## src/rtl/crypto_decrypt.sv

```systemverilog
// crypto_decrypt: strips the XOR keystream from 256-bit AXI-Stream packets.
// Header beat 1 passes in clear. Header beat 2 keeps its top 16 bits and has
// the rest decrypted. Every payload beat is decrypted in full. The key and the
// enable are latched once per packet, on the header-1 accept.
module crypto_decrypt #(
    parameter int unsigned C_M_AXIS_DATA_WIDTH  = 256,
    parameter int unsigned C_S_AXIS_DATA_WIDTH  = 256,
    parameter int unsigned C_M_AXIS_TUSER_WIDTH = 128,
    parameter int unsigned C_S_AXIS_TUSER_WIDTH = 128,
    parameter int unsigned C_S_AXI_DATA_WIDTH   = 32,
    parameter int unsigned NUM_RW_REGS          = 2,
    parameter int unsigned NUM_RO_REGS          = 2,
    parameter logic [31:0] DEFAULT_KEY          = 32'h0123_4567
) (
    input  logic                                          axi_aclk,
    input  logic                                          axi_reset,

    input  logic [C_S_AXIS_DATA_WIDTH-1:0]                s_axis_tdata,
    input  logic [C_S_AXIS_DATA_WIDTH/8-1:0]              s_axis_tstrb,
    input  logic [C_S_AXIS_TUSER_WIDTH-1:0]               s_axis_tuser,
    input  logic                                          s_axis_tvalid,
    output logic                                          s_axis_tready,
    input  logic                                          s_axis_tlast,

    output logic [C_M_AXIS_DATA_WIDTH-1:0]                m_axis_tdata,
    output logic [C_M_AXIS_DATA_WIDTH/8-1:0]              m_axis_tstrb,
    output logic [C_M_AXIS_TUSER_WIDTH-1:0]               m_axis_tuser,
    output logic                                          m_axis_tvalid,
    input  logic                                          m_axis_tready,
    output logic                                          m_axis_tlast,

    input  logic [NUM_RW_REGS*C_S_AXI_DATA_WIDTH-1:0]     rw_regs,
    output logic [NUM_RW_REGS*C_S_AXI_DATA_WIDTH-1:0]     rw_defaults,
    output logic [NUM_RO_REGS*C_S_AXI_DATA_WIDTH-1:0]     ro_regs
);

    localparam int unsigned DW      = C_M_AXIS_DATA_WIDTH;
    localparam int unsigned KW      = C_S_AXI_DATA_WIDTH;
    localparam int unsigned CW      = C_S_AXI_DATA_WIDTH;
    localparam int unsigned EN_BIT  = KW;
    localparam int unsigned CLR_BIT = KW + 1;

    typedef enum logic [1:0] {
        ST_HDR1    = 2'd0,
        ST_HDR2    = 2'd1,
        ST_PAYLOAD = 2'd2
    } state_t;

    state_t          state;
    logic [KW-1:0]   key_lat;
    logic            en_lat;
    logic [CW-1:0]   pkt_count;
    logic [CW-1:0]   short_count;

    logic            accept_c;
    logic            last_acc_c;
    logic            pkt_en_c;
    logic [DW-1:0]   ks_c;
    logic            unused_rw;

    // Handshake: the single output register can take a beat when empty or draining
    assign s_axis_tready = ~m_axis_tvalid | m_axis_tready;
    assign accept_c      = s_axis_tvalid & s_axis_tready;
    assign last_acc_c    = accept_c & s_axis_tlast;

    // A single-beat packet is counted with the enable being latched this cycle
    assign pkt_en_c = (state == ST_HDR1) ? rw_regs[EN_BIT] : en_lat;

    assign rw_defaults = {32'h0000_0001, DEFAULT_KEY};
    assign ro_regs     = {short_count, pkt_count};

    // Control bits above the clear flag are reserved
    assign unused_rw = ^rw_regs[NUM_RW_REGS*C_S_AXI_DATA_WIDTH-1:CLR_BIT+1];

    // Keystream selected by beat position; all-zero in bypass or on header 1
    always_comb begin
        ks_c = '0;
        if (en_lat) begin
            case (state)
                ST_HDR2:    ks_c = {16'h0000, key_lat[15:0], {7{key_lat}}};
                ST_PAYLOAD: ks_c = {8{key_lat}};
                default:    ks_c = '0;
            endcase
        end
    end

    // Beat-position FSM plus the per-packet key/enable latch
    always_ff @(posedge axi_aclk) begin
        if (axi_reset) begin
            state   <= ST_HDR1;
            key_lat <= DEFAULT_KEY;
            en_lat  <= 1'b1;
        end else if (accept_c) begin
            case (state)
                ST_HDR1: begin
                    key_lat <= rw_regs[KW-1:0];
                    en_lat  <= rw_regs[EN_BIT];
                    state   <= s_axis_tlast ? ST_HDR1 : ST_HDR2;
                end
                ST_HDR2: begin
                    state <= s_axis_tlast ? ST_HDR1 : ST_PAYLOAD;
                end
                ST_PAYLOAD: begin
                    state <= s_axis_tlast ? ST_HDR1 : ST_PAYLOAD;
                end
                default: begin
                    state <= ST_HDR1;
                end
            endcase
        end
    end

    // Output register: load on accept, empty once drained with nothing new
    always_ff @(posedge axi_aclk) begin
        if (axi_reset) begin
            m_axis_tvalid <= 1'b0;
            m_axis_tdata  <= '0;
            m_axis_tstrb  <= '0;
            m_axis_tuser  <= '0;
            m_axis_tlast  <= 1'b0;
        end else if (accept_c) begin
            m_axis_tvalid <= 1'b1;
            m_axis_tdata  <= s_axis_tdata ^ ks_c;
            m_axis_tstrb  <= s_axis_tstrb;
            m_axis_tuser  <= s_axis_tuser;
            m_axis_tlast  <= s_axis_tlast;
        end else if (m_axis_tready) begin
            m_axis_tvalid <= 1'b0;
        end
    end

    // Statistics: clear holds both counters at zero and beats any increment
    always_ff @(posedge axi_aclk) begin
        if (axi_reset || rw_regs[CLR_BIT]) begin
            pkt_count   <= '0;
            short_count <= '0;
        end else begin
            if (last_acc_c && pkt_en_c) begin
                pkt_count <= pkt_count + CW'(1);
            end
            if (last_acc_c && (state == ST_HDR1)) begin
                short_count <= short_count + CW'(1);
            end
        end
    end

endmodule
```

## config.mk

```make
export PLATFORM = sky130hd
export DESIGN_NAME = crypto_decrypt
export DESIGN_NICKNAME = d
export VERILOG_FILES = /design/src/rtl/crypto_decrypt.sv
export SDC_FILE = /design/constraint.sdc
export NUM_CORES = 1
export LEC_CHECK = 0
export ABC_CLOCK_PERIOD_IN_PS = 3000
export BUFFER_PORTS_ARGS = -buffer_cell sky130_fd_sc_hd__buf_4
export CELL_PAD_IN_SITES_DETAIL_PLACEMENT = 2
export CELL_PAD_IN_SITES_GLOBAL_PLACEMENT = 2
export CORE_AREA = 3 3 406 408
export CTS_CLUSTER_DIAMETER = 120
export DETAILED_ROUTE_END_ITERATION = 16
export DIE_AREA = 0 0 409 411
export GPL_ROUTABILITY_DRIVEN = 0
export PLACE_DENSITY_LB_ADDON = 0.1
export SLEW_MARGIN = 10
export SYNTH_ARGS = -nofsm -noshare
export SYNTH_HDL_FRONTEND = slang
export SYNTH_SLANG_ARGS = --single-unit
```

## constraint.sdc

```tcl
create_clock -name axi_aclk -period 3 [get_ports axi_aclk]
set_input_delay 0.3 -clock axi_aclk [delete_from_list [all_inputs] [get_ports axi_aclk]]
set_output_delay 0.3 -clock axi_aclk [all_outputs]
set_load 0.05 [all_outputs]
```

==> results of run 1 <==
logic make-up after synthesis:
| family | count (synthesis) | synth area share, % |
|---|---|---|
| simple gates | 913 | 18.1 |
| flops | 517 | 48.3 |
| compound gates | 514 | 15.5 |
| xor+xnor | 263 | 10.8 |
| buf+inv | 259 | 5.91 |
| mux | 22 | 1.03 |
| fa+ha+maj | 6 | 0.351 |
| other cells | 2 | 0.0351 |
report_power, final:
group / internal [mW] / switching, mW / leakage [nW]
clock: 5.49 / 3.87 / 1.27
sequential: 7.31 / 0.243 / 4.26
combinational: 1.68 / 3.07 / 9.94
through the flow:
stage	area, um^2	utilization, %	power, mW	hold WS [ns]
5_1_grt	37800	23.3	22.8	0.0196
6_report	37800	23.3	21.7	0.0604
3_3_place_gp	30800	19.0	12.0	0.443
3_5_place_dp	30800	19.0	12.0	0.451
2_1_floorplan	21600	-	10.2	0.424
4_1_cts	37700	23.3	22.3	0.000110
critical path, delay by kind of cell (launching register included):
| family | cells | cell delay (ns) |
|---|---|---|
| buf+inv | 3 | 0.74 |
| simple gates | 1 | 0.63 |
| flops | 1 | 0.33 |
final cells by class:
| class | instances | area, um^2 |
|---|---|---|
| multi-input cells | 1782 | 10100 |
| flip-flops and latches | 517 | 10300 |
| inverters | 13 | 48.8 |
| clock buffers | 124 | 2390 |
| well taps | 2175 | 2720 |
| clock inverters | 18 | 193 |
| repair buffers | 1428 | 12000 |
| fillers | 18651 | 124000 |
| diodes | 23 | 57.6 |
sequential cells by signal, summed over array words and instances (netlist names):
| register | flops |
|---|---|
| en_lat | 1 |
| key_lat | 32 |
| m_axis_tdata | 256 |
| m_axis_tlast | 1 |
| m_axis_tstrb | 32 |
| m_axis_tuser | 128 |
| m_axis_tvalid | 1 |
| pkt_count | 32 |
| short_count | 32 |
| state | 2 |
how the worst max path moves through the flow:
stage	cells after the start	slack, ns	startpoint	to
finish	4	0.33	m_axis_tvalid$_SDFFE_PP0P_	s_axis_tready
global placement	8	0.55	m_axis_tready	key_lat[30]$_SDFFE_PP0P_
global route	4	0.09	m_axis_tvalid$_SDFFE_PP0P_	s_axis_tready
detailed placement	7	0.51	state[1]$_SDFFE_PP0P_	m_axis_tdata[34]$_SDFFE_PP0P_
CTS	4	0.17	m_axis_tvalid$_SDFFE_PP0P_	s_axis_tready
floorplan	9	0.78	m_axis_tvalid$_SDFFE_PP0P_	m_axis_tstrb[0]$_SDFFE_PP0P_
per-layer routing:
metal	global-route usage, %	vias to the layer above	wire length [um]
met2	26.1	724	64000
met1	18.4	10989	57200
li1	-	11078	-
met4	4.28	12	3640
met5	0	-	82
met3	5.48	158	10200
timing repair:
action	in CTS	in global routing
hold endpoints to repair	435	0
endpoints found under the setup margin	0	0
hold buffers	432	0
cells in the final DEF, fill, tap and decap left out, types with 27 or more instances in the layout:
cell type      instances
nand3_1               27
a21oi_1              212
xor2_1               259
nor2_1               267
or3_1                 31
dfxtp_1              517
buf_4                983
a211oi_1             256
nand2_1              481
conb_1                64
dlygate4sd3_1        432
clkbuf_16             79
==> out/metrics.yaml, run 1 <==
totalWireLength_mm: 135
cp.required_ns: 2.70
finalCriticalPeriod_ns: 2.67
ctsResizeCount: 0
r2r-start: "state[1]$_SDFFE_PP0P_"
skew_ns: 0.0431
cp-start-kind: "flip-flop"
fp.coreArea_mm2: 0.162
drt.antenna.violating_nets: 0
synth-main-ff-cell: "dfxtp_1"
grt_first_pass_wirelength_mm: 189
fin_cells: 6080
ys_seq_area_share_pct: 48.3
fp-row-count: 148
syn-cell-area_mm2: 0.0214
worstPathArrival_ns: 2.37
dieArea_mm2: 0.168
drc: 0
drt_iter0_drc: 669
tns_ns: 0
antenna_found_initial: 35
netlist.area_leader.share_pct: 48.3
cts_tree: "done"
viasPerCell: 3.78
max_freq_mhz: 374
clk_pin_slew_ns: 0.05
maxCapViolCount: 0
endpoint_kind: "primary output"
clock_latency_ns: 0.67
clockBufferDepth: 3
grt_pass1_vias: 24754
setup_viol: 0
min-delay-start: "s_axis_tuser[73]"
wl_per_cell_um: 22.2
ys_types: 41
crit_fanout: 8
drtPass1Iterations: 4
async_reset_ff_share_pct: 0
syn_inst: 2496
dpl_worst_slack_ns: 0.513
cts_buffers: 79
initial_core_util_pct: 13.2
synth_most_common_cell: "dfxtp_1"
pin_count: 1032
synth_top_cells_by_area: "dfxtp_1 (48%), xor2_1 (11%), a211oi_1 (9.0%)"
crit_chain: "nor2b_1, inv_1, buf_4, buf_4"
fp.dieH_um: 411
critical_path_class: "flip-flop to primary output"
hp-class: "input pin to flip-flop"
grt_overflow: 0
yosys_warnings: 0
avgSynthCellArea_um2: 8.58
cp_slowest_cell: "nor2b_1"
ir_drop_mv: 0.395
report.final.hold_viol_count: 0
dp.final_hpwl_mm: 102
worstHoldPathCells: 3
yosys.area.top_type: "dfxtp_1"
reg2reg_to: "m_axis_tdata[193]$_SDFFE_PP0P_"
htree_levels: 3
synth.ff_latch_count: 517
worst_pin_slew_ns: 0.864
grt_max_degree: 181
num_vias: 22961
status: "completed"
synth_edf_count: 0
finalMaxSlewViolations: 0
r2r_cells: 7
synthToLayoutAreaGrowth_pct: 76.4
cellPowerDensity_mw_per_mm2: 573
cp_slowest_stage_delay_ns: 0.63
final_nets: 4312
fin_crit_sh_pct: 89.2
slew_headroom_pct: 42.4
grt_util_all_layers_pct: 15.4
total_leakage_power_nw: 15.5
rsz0062_at_grt: "false"
path_common_cell: "buf_4"
clkSinkCount: 517
rrSetupSlack_ns: 0.60
die_w_um: 409
io_buffers: 937
setup_ws_ns: 0.325
synth_commonest_cells: "dfxtp_1 (517), nand2_1 (487), nor2_1 (270)"
ctsRootBufferMaster: "clkbuf_16"
dp.cells: 5483
post_cts_buffers: 0
drive_above_1_share_pct: 29.1
hold_end: "m_axis_tuser[73]$_SDFFE_PP0P_"
(Power assumes the default switching activity.)
==> run 2, diff against run 1 <==
--- a/config.mk
+++ b/config.mk
@@ -7,12 +7,12 @@
 export LEC_CHECK = 0
 export ABC_CLOCK_PERIOD_IN_PS = 3000
 export BUFFER_PORTS_ARGS = -buffer_cell sky130_fd_sc_hd__buf_4
-export CELL_PAD_IN_SITES_DETAIL_PLACEMENT = 2
-export CELL_PAD_IN_SITES_GLOBAL_PLACEMENT = 2
-export CORE_AREA = 3 3 406 408
+export CELL_PAD_IN_SITES_DETAIL_PLACEMENT = 1
+export CELL_PAD_IN_SITES_GLOBAL_PLACEMENT = 1
+export CORE_AREA = 3 3 401 403
 export CTS_CLUSTER_DIAMETER = 120
 export DETAILED_ROUTE_END_ITERATION = 16
-export DIE_AREA = 0 0 409 411
+export DIE_AREA = 0 0 404 406
 export GPL_ROUTABILITY_DRIVEN = 0
 export PLACE_DENSITY_LB_ADDON = 0.1
 export SLEW_MARGIN = 10
==> run 2 against run 1 <==
Clock power shrank 4.7%. Utilization grew 0.49 points. Design area shrank 0.53%. Power shrank 2.2%. Critical endpoint unchanged. Worst hold slack lost 0.016 ns. First-iteration DRC count grew 7.2%. Register-to-register slack lost 0.27 ns. Flip-flop and latch count is the same.
==> out/metrics.yaml, run 2 (synthesis gave the netlist of run 1 again) <==
cellPowerDensity_mw_per_mm2: 563  # -1.7%
drc: 0  # unchanged
synthToLayoutAreaGrowth_pct: 75.5
rsz0062_at_grt: "false"
num_vias: 22436  # -2.3%
finalMaxSlewViolations: 0  # unchanged
min-delay-start: "s_axis_tuser[80]"
reg.largest.list: "m_axis_tdata x256, m_axis_tuser x128"
reg2reg_to: "m_axis_tstrb[11]$_SDFFE_PP0P_"
antenna_found_initial: 22  # -37%
cp_slowest_cell: "nor2b_1"
fp.coreArea_mm2: 0.158  # -2.6%
slew_headroom_pct: 30.0  # -12 points
die_w_um: 404  # -1.2%
rrSetupSlack_ns: 0.33  # -0.27 ns
final-seq-area_mm2: 0.0103  # unchanged
final_cell_mix: "buf_4 (969), dfxtp_1 (517), nand2_1 (481), dlygate4sd3_1 (438), nor2_1 (267)"
worst_pin_slew_ns: 1.05  # +0.186 ns
viasPerCell: 3.77  # -0.25%
finalCriticalPeriod_ns: 2.71  # +0.0375 ns
crit_fanout: 12  # +4
combPwrFrac_pct: 22.1  # +0.2 points
hold_end: "m_axis_tuser[80]$_SDFFE_PP0P_"
worstHoldPathCells: 3  # unchanged
cp.required_ns: 2.70  # about the same
drt_iter0_drc: 717  # +7.2%
tns_ns: 0  # unchanged
cts_buffers: 76  # -3.8%
io_buffers: 937  # unchanged
worstPathArrival_ns: 2.41  # +0.04 ns
max_freq_mhz: 369  # -1.4%
fp-row-count: 146  # -1.4%
drive_above_1_share_pct: 28.7  # -0.39 points
cp_slowest_stage_delay_ns: 0.62  # about the same
totalWireLength_mm: 127  # -6.2%
r2r-start: "m_axis_tvalid$_SDFFE_PP0P_"
htree_levels: 3  # unchanged
multiInputGateArea_mm2: 0.0101  # about the same
fin_crit_sh_pct: 90.4  # +1.2 points
power_frac_seq_pct: 35.7  # +0.8 points
grt_pass1_vias: 23756  # -4.0%
status: "completed"
pin_count: 1032  # unchanged
endpoint_kind: "primary output"
grt_max_degree: 149  # -18%
switching_share_pct: 33.0  # -0.19 points
clock_latency_ns: 0.67  # about the same
dp.final_hpwl_mm: 95.0  # -7.0%
skew_ns: 0.0359  # -0.00728 ns
fp.dieH_um: 406  # -1.2%
ctsRootBufferMaster: "clkbuf_16"
drtPass1Iterations: 4  # unchanged
startpoint: "m_axis_tvalid$_SDFFE_PP0P_"
crit_chain: "nor2b_1, inv_1, buf_4"
report.final.hold_viol_count: 0  # unchanged
hp-class: "input pin to flip-flop"
power_mw: 21.2  # -2.2%
clkSinkCount: 517  # unchanged
drt.antenna.violating_nets: 0  # unchanged
p_clk_share_pct: 42.1  # -1.1 points
clk_pin_slew_ns: 0.05  # about the same
wl_per_cell_um: 21.3  # -4.2%
n_fill_cell: 18502  # -0.80%
largest_reg_flops: 256  # unchanged
final_nets: 4309  # -0.070%
grt_util_all_layers_pct: 14.8  # -0.64 points
grt_first_pass_wirelength_mm: 177  # -6.4%
grt_overflow: 0  # unchanged
p_switching_mw: 6.98  # -2.8%
total_leakage_power_nw: 15.4  # -0.38%
critical_path_class: "flip-flop to primary output"
clockBufferDepth: 3  # unchanged
top_register: "m_axis_tdata"
initial_core_util_pct: 13.6  # +0.35 points
layout_commonest_cell: "buf_4"
dieArea_mm2: 0.164  # -2.4%
setup_viol: 0  # unchanged
ir_drop_mv: 0.363  # -8.2%
internal_power_mw: 14.2  # -2.0%
cts_tree: "done"
cp-start-kind: "flip-flop"
maxCapViolCount: 0  # unchanged
r2r_cells: 6  # -1
==> run 2: routing by layer <==
| layer | wire length (um) | global-route usage [%] | part of all wire [%] | vias up |
|---|---|---|---|---|
| met2 | 59300 | 24.6 | 47 | 710 |
| li1 | - | - | - | 11053 |
| met3 | 9710 | 5.26 | 7.7 | 142 |
| met1 | 54700 | 18.1 | 43 | 10517 |
| met4 | 3000 | 3.91 | 2.4 | 14 |
| met5 | 81 | 0 | 0.064 | - |
==> run 2: how the worst max path moves through the flow <==
| stage | end | slack, ns | cells after the start |
|---|---|---|---|
| 5_1_grt | m_axis_tdata[49]$_SDFFE_PP0P_ | 0.05 | 8 |
| 2_1_floorplan | m_axis_tstrb[0]$_SDFFE_PP0P_ | 0.78 | 9 |
| 3_3_place_gp | m_axis_tdata[81]$_SDFFE_PP0P_ | 0.22 | 8 |
| 6_report | s_axis_tready | 0.29 | 3 |
| 3_5_place_dp | m_axis_tdata[49]$_SDFFE_PP0P_ | 0.16 | 8 |
| 4_1_cts | m_axis_tstrb[11]$_SDFFE_PP0P_ | 0.12 | 6 |
==> run 2: metrics by stage <==
stage	area, um^2	instances	util, %	hold WS (ns)	setup slack (ns)
final	37600	5956	23.8	0.0445	0.288
after floorplan	21600	2558	-	0.424	0.777
after CTS	37500	5940	23.8	0.00307	0.117
after global routing	37600	5949	23.8	0.0117	0.0489
after detailed placement	30800	5374	19.5	0.447	0.161
after global placement	30800	5374	19.5	0.443	0.218
==> run 2: critical path: cells and delay by family (launching register included) <==
kind | cells | cell delay, ns
buffers and inverters | 2 | 0.82
AND/OR/NAND/NOR | 1 | 0.62
flip-flops | 1 | 0.32
==> run 2: timing repair <==
action	CTS	global route
endpoints found under the hold margin	436	1
endpoints found under the setup margin	0	1
gates resized for setup	0	1
hold buffers	437	1
setup buffers	0	0
==> run 2: area by class of cell <==
class,instances,share of cell area [%]
Multi-Input combinational cell,1782,26.8
Timing Repair Buffer,1428,32.1
Antenna cell,15,0.0999
Clock inverter,16,0.509
Sequential cell,517,27.5
Clock buffer,113,5.89
Tap cell,2072,6.90
Inverter,13,0.130
==> run 2: power by group through the flow <==
stage	Clock [mW]	Combinational (mW)	Sequential, mW
after floorplan	0	1.18	9.04
after global placement	0	4.25	7.71
after detailed placement	0	4.25	7.72
after CTS	9.41	4.79	7.57
after global routing	9.63	5.02	7.62
final	8.92	4.69	7.56
==> run 3, diff against run 2 <==
--- a/config.mk
+++ b/config.mk
@@ -5,14 +5,15 @@
 export SDC_FILE = /design/constraint.sdc
 export NUM_CORES = 1
 export LEC_CHECK = 0
+export ABC_AREA = 1
 export ABC_CLOCK_PERIOD_IN_PS = 3000
 export BUFFER_PORTS_ARGS = -buffer_cell sky130_fd_sc_hd__buf_4
 export CELL_PAD_IN_SITES_DETAIL_PLACEMENT = 1
 export CELL_PAD_IN_SITES_GLOBAL_PLACEMENT = 1
-export CORE_AREA = 3 3 401 403
+export CORE_AREA = 3 3 405 407
 export CTS_CLUSTER_DIAMETER = 120
 export DETAILED_ROUTE_END_ITERATION = 16
-export DIE_AREA = 0 0 404 406
+export DIE_AREA = 0 0 408 410
 export GPL_ROUTABILITY_DRIVEN = 0
 export PLACE_DENSITY_LB_ADDON = 0.1
 export SLEW_MARGIN = 10
==> run 3 against run 2 <==
Count of clock-buffer cells in the layout up 15. Flip-flop and latch count unchanged. Register-to-register slack better by 0.30 ns. Combinational power up 16%. Highest routed layer unchanged. Utilization up 0.79 points. Sequential power up 1%. Critical endpoint is now m_axis_tdata[51]$_SDFFE_PP0P_. Largest cell class unchanged. First-iteration DRC count up 30%.
==> out/metrics.yaml, run 3 <==
synth-main-ff-cell: "dfxtp_1"
max_freq_mhz: 421  # +14%
clock_latency_ns: 0.65  # -0.02 ns
top_register: "m_axis_tdata"
finalCriticalPeriod_ns: 2.37  # -0.340 ns
power_mw: 22.3  # +5.2%
initial_core_util_pct: 14.4  # +0.84 points
totalWireLength_mm: 137  # +8.3%
cp-start-kind: "flip-flop"
path_common_cell: "inv_1"
report.final.hold_viol_count: 0  # unchanged
setup_ws_ns: 0.627  # +0.340 ns
min-delay-start: "s_axis_tdata[84]"
cp.required_ns: 3.51  # +0.81 ns
dieArea_mm2: 0.167  # +2.0%
rsz0062_at_grt: "false"
final_nets: 5021  # +17%
dp.final_hpwl_mm: 103  # +8.8%
yosys_warnings: 0  # unchanged
rrSetupSlack_ns: 0.63  # +0.30 ns
r2r-start: "state[0]$_SDFFE_PP0P_"
reg2reg_to: "m_axis_tdata[51]$_SDFFE_PP0P_"
skew_ns: 0.0413  # +0.00543 ns
crit_chain: "inv_1, ha_1, nand2_1, inv_2, buf_12, nand2_2, xnor2_1, o21ai_0, inv_1"
worstPathArrival_ns: 2.89  # +0.48 ns
critical_path_class: "flip-flop to flip-flop"
finalMaxSlewViolations: 0  # unchanged
cts_tree: "done"
fp-row-count: 147  # +0.68%
ctsResizeCount: 0  # unchanged
yosys.area.top_type: "dfxtp_1"
antenna_found_initial: 49  # +120%
tns_ns: 0  # unchanged
setup_viol: 0  # unchanged
ys_types: 34  # -17%
hold_end: "m_axis_tdata[84]$_SDFFE_PP0P_"
drc: 0  # unchanged
synthToLayoutAreaGrowth_pct: 70.8
drt_iter0_drc: 934  # +30%
final_core_util_pct: 24.6  # +0.79 points
fin_crit_sh_pct: 79.1  # -11 points
cp_slowest_stage_delay_ns: 0.39  # -0.23 ns
netlist.area_leader.share_pct: 44.7  # -3.6 points
total_leakage_power_nw: 18.6  # +20%
ctsRootBufferMaster: "clkbuf_16"
ir_drop_mv: 0.335  # -7.6%
synth_edf_count: 0  # unchanged
endpoint_kind: "flip-flop"
fp.dieH_um: 410  # +0.99%
hp-class: "input pin to flip-flop"
die_w_um: 408  # +0.99%
r2r_cells: 9  # +3
reg.largest.list: "m_axis_tdata x256, m_axis_tuser x128"
syn_inst: 3191  # +28%
worst_pin_slew_ns: 0.836  # -0.214 ns
clockBufferDepth: 3  # unchanged
crit_fanout: 17  # +5
layout_commonest_cell: "buf_4"
fp.coreArea_mm2: 0.161  # +1.7%
drtPass1Iterations: 5  # +1
ys_seq_area_share_pct: 44.7  # -3.6 points
htree_levels: 3  # unchanged
viasPerCell: 3.72  # -1.4%
io_buffers: 937  # unchanged
grt_util_all_layers_pct: 15.9  # +1.1 points
drt.antenna.violating_nets: 0  # unchanged
maxCapViolCount: 0  # unchanged
grt_overflow: 0  # unchanged
num_vias: 25183  # +12%
synth_commonest_cells: "nor2_1 (969), dfxtp_1 (517), o21ai_0 (419)"
synth.ff_latch_count: 517  # unchanged
syn-cell-area_mm2: 0.0231  # +8.0%
wl_per_cell_um: 20.3  # -4.8%
clk_pin_slew_ns: 0.05  # about the same
cellPowerDensity_mw_per_mm2: 564  # +0.11%
status: "completed"
pin_count: 1032  # unchanged
cp_slowest_cell: "dfxtp_1"
grt_pass1_vias: 26621  # +12%
avgSynthCellArea_um2: 7.25  # -15%
dpl_worst_slack_ns: 0.587  # +0.426 ns
synth_most_common_cell: "nor2_1"
final_cell_mix: "buf_4 (975), nor2_1 (968), dfxtp_1 (517), dlygate4sd3_1 (448), o21ai_0 (419)"
synth_top_cells_by_area: "dfxtp_1 (45%), nor2_1 (16%), xnor2_1 (9.1%)"
clkSinkCount: 517  # unchanged
grt_max_degree: 109  # -27%
drive_above_1_share_pct: 24.6  # -4.1 points
worstHoldPathCells: 4  # +1
async_reset_ff_share_pct: 0  # unchanged
grt_first_pass_wirelength_mm: 196  # +10%
cts_buffers: 78  # +2.6%
slew_headroom_pct: 43.9  # +14 points
largest_reg_flops: 256  # unchanged
-- run 3: changes by cell type in the layout (fill, tap and decap cells not counted), moves of 21 or more --
cell      change
inv_1       +324
xnor2_1     +236
xor2_1      -238
o21ai_0     +409
nand2_1     -295
o21ai_1      +35
mux2i_1      -21
nor2_1      +701
or3_1        -31
a21oi_1     -147
a211oi_1    -255
nand3_1      +45
-- run 3: kinds of logic (layout without fill, tap and decap cells) --
group / count (synthesis) / count (layout) / synth area share (%)
xor gates and xnor gates: 261 / 261 / 9.88
buffers and inverters: 584 / 1922 / 11.1
adders and majority gates: 6 / 6 / 0.324
DFF: 517 / 517 / 44.7
other: 2 / 90 / 0.0325
and+or+nand+nor: 1296 / 1296 / 22.5
AOI/OAI and AO/OA: 525 / 525 / 11.4
-- run 3: how the worst max path moves through the flow --
stage / start / endpoint / slack [ns]
3_5_place_dp: state[0]$_SDFFE_PP0P_ / m_axis_tdata[66]$_SDFFE_PP0P_ / 0.59
6_report: state[0]$_SDFFE_PP0P_ / m_axis_tdata[51]$_SDFFE_PP0P_ / 0.63
5_1_grt: state[0]$_SDFFE_PP0P_ / m_axis_tdata[153]$_SDFFE_PP0P_ / 0.39
2_1_floorplan: m_axis_tvalid$_SDFFE_PP0P_ / key_lat[10]$_SDFFE_PP1P_ / 0.92
4_1_cts: state[0]$_SDFFE_PP0P_ / m_axis_tdata[153]$_SDFFE_PP0P_ / 0.55
3_3_place_gp: state[0]$_SDFFE_PP0P_ / m_axis_tdata[147]$_SDFFE_PP0P_ / 0.61
-- run 3: cell type report --
cell class              instances  area, um^2
fillers                     19303      121000
repair buffers               1439       12100
inverters                     342        1300
clock inverters                13         224
flip-flops and latches        517       10300
clock buffers                 128        2290
diodes                         26        65.1
well taps                    2160        2700
multi-input cells            2152       10500
-- run 3: timing repair --
item	4_1_cts	5_1_grt
hold buffers	448	0
hold endpoints to repair	450	0
setup buffers	0	0
-- run 3: power breakdown --
group          switching [mW]  internal (mW)  total, mW
clock network            3.77           5.41       9.18
registers               0.279           7.37       7.65
logic                    3.54           1.91       5.45
total                    7.59           14.7       22.3
-- run 3: per-layer routing --
layer / routed length (um) / vias to the layer above / global-route usage [%]
li1: - / 12455 / -
met5: 172 / - / 0
met2: 64400 / 714 / 26.8
met1: 60800 / 11827 / 19.7
met4: 2780 / 26 / 3.84
met3: 9170 / 161 / 4.73
-- run 3: stage by stage --
| step | hold slack (ns) | instance area (um^2) | cells |
|---|---|---|---|
| floorplan | 0.413 | 23400 | 3253 |
| global placement | 0.450 | 32400 | 6162 |
| detailed placement | 0.454 | 32400 | 6162 |
| CTS | 0.00149 | 39400 | 6751 |
| global route | 0.0306 | 39500 | 6769 |
| finish | 0.0627 | 39500 | 6777 |
-- run 3: worst max-delay path: cells and delay by family (launching register included) --
kind,cells,cell delay (ns)
compound gates,1,0.16
xor+xnor,1,0.24
fa+ha+maj,1,0.30
buf+inv,4,0.71
flops,1,0.39
simple gates,2,0.39
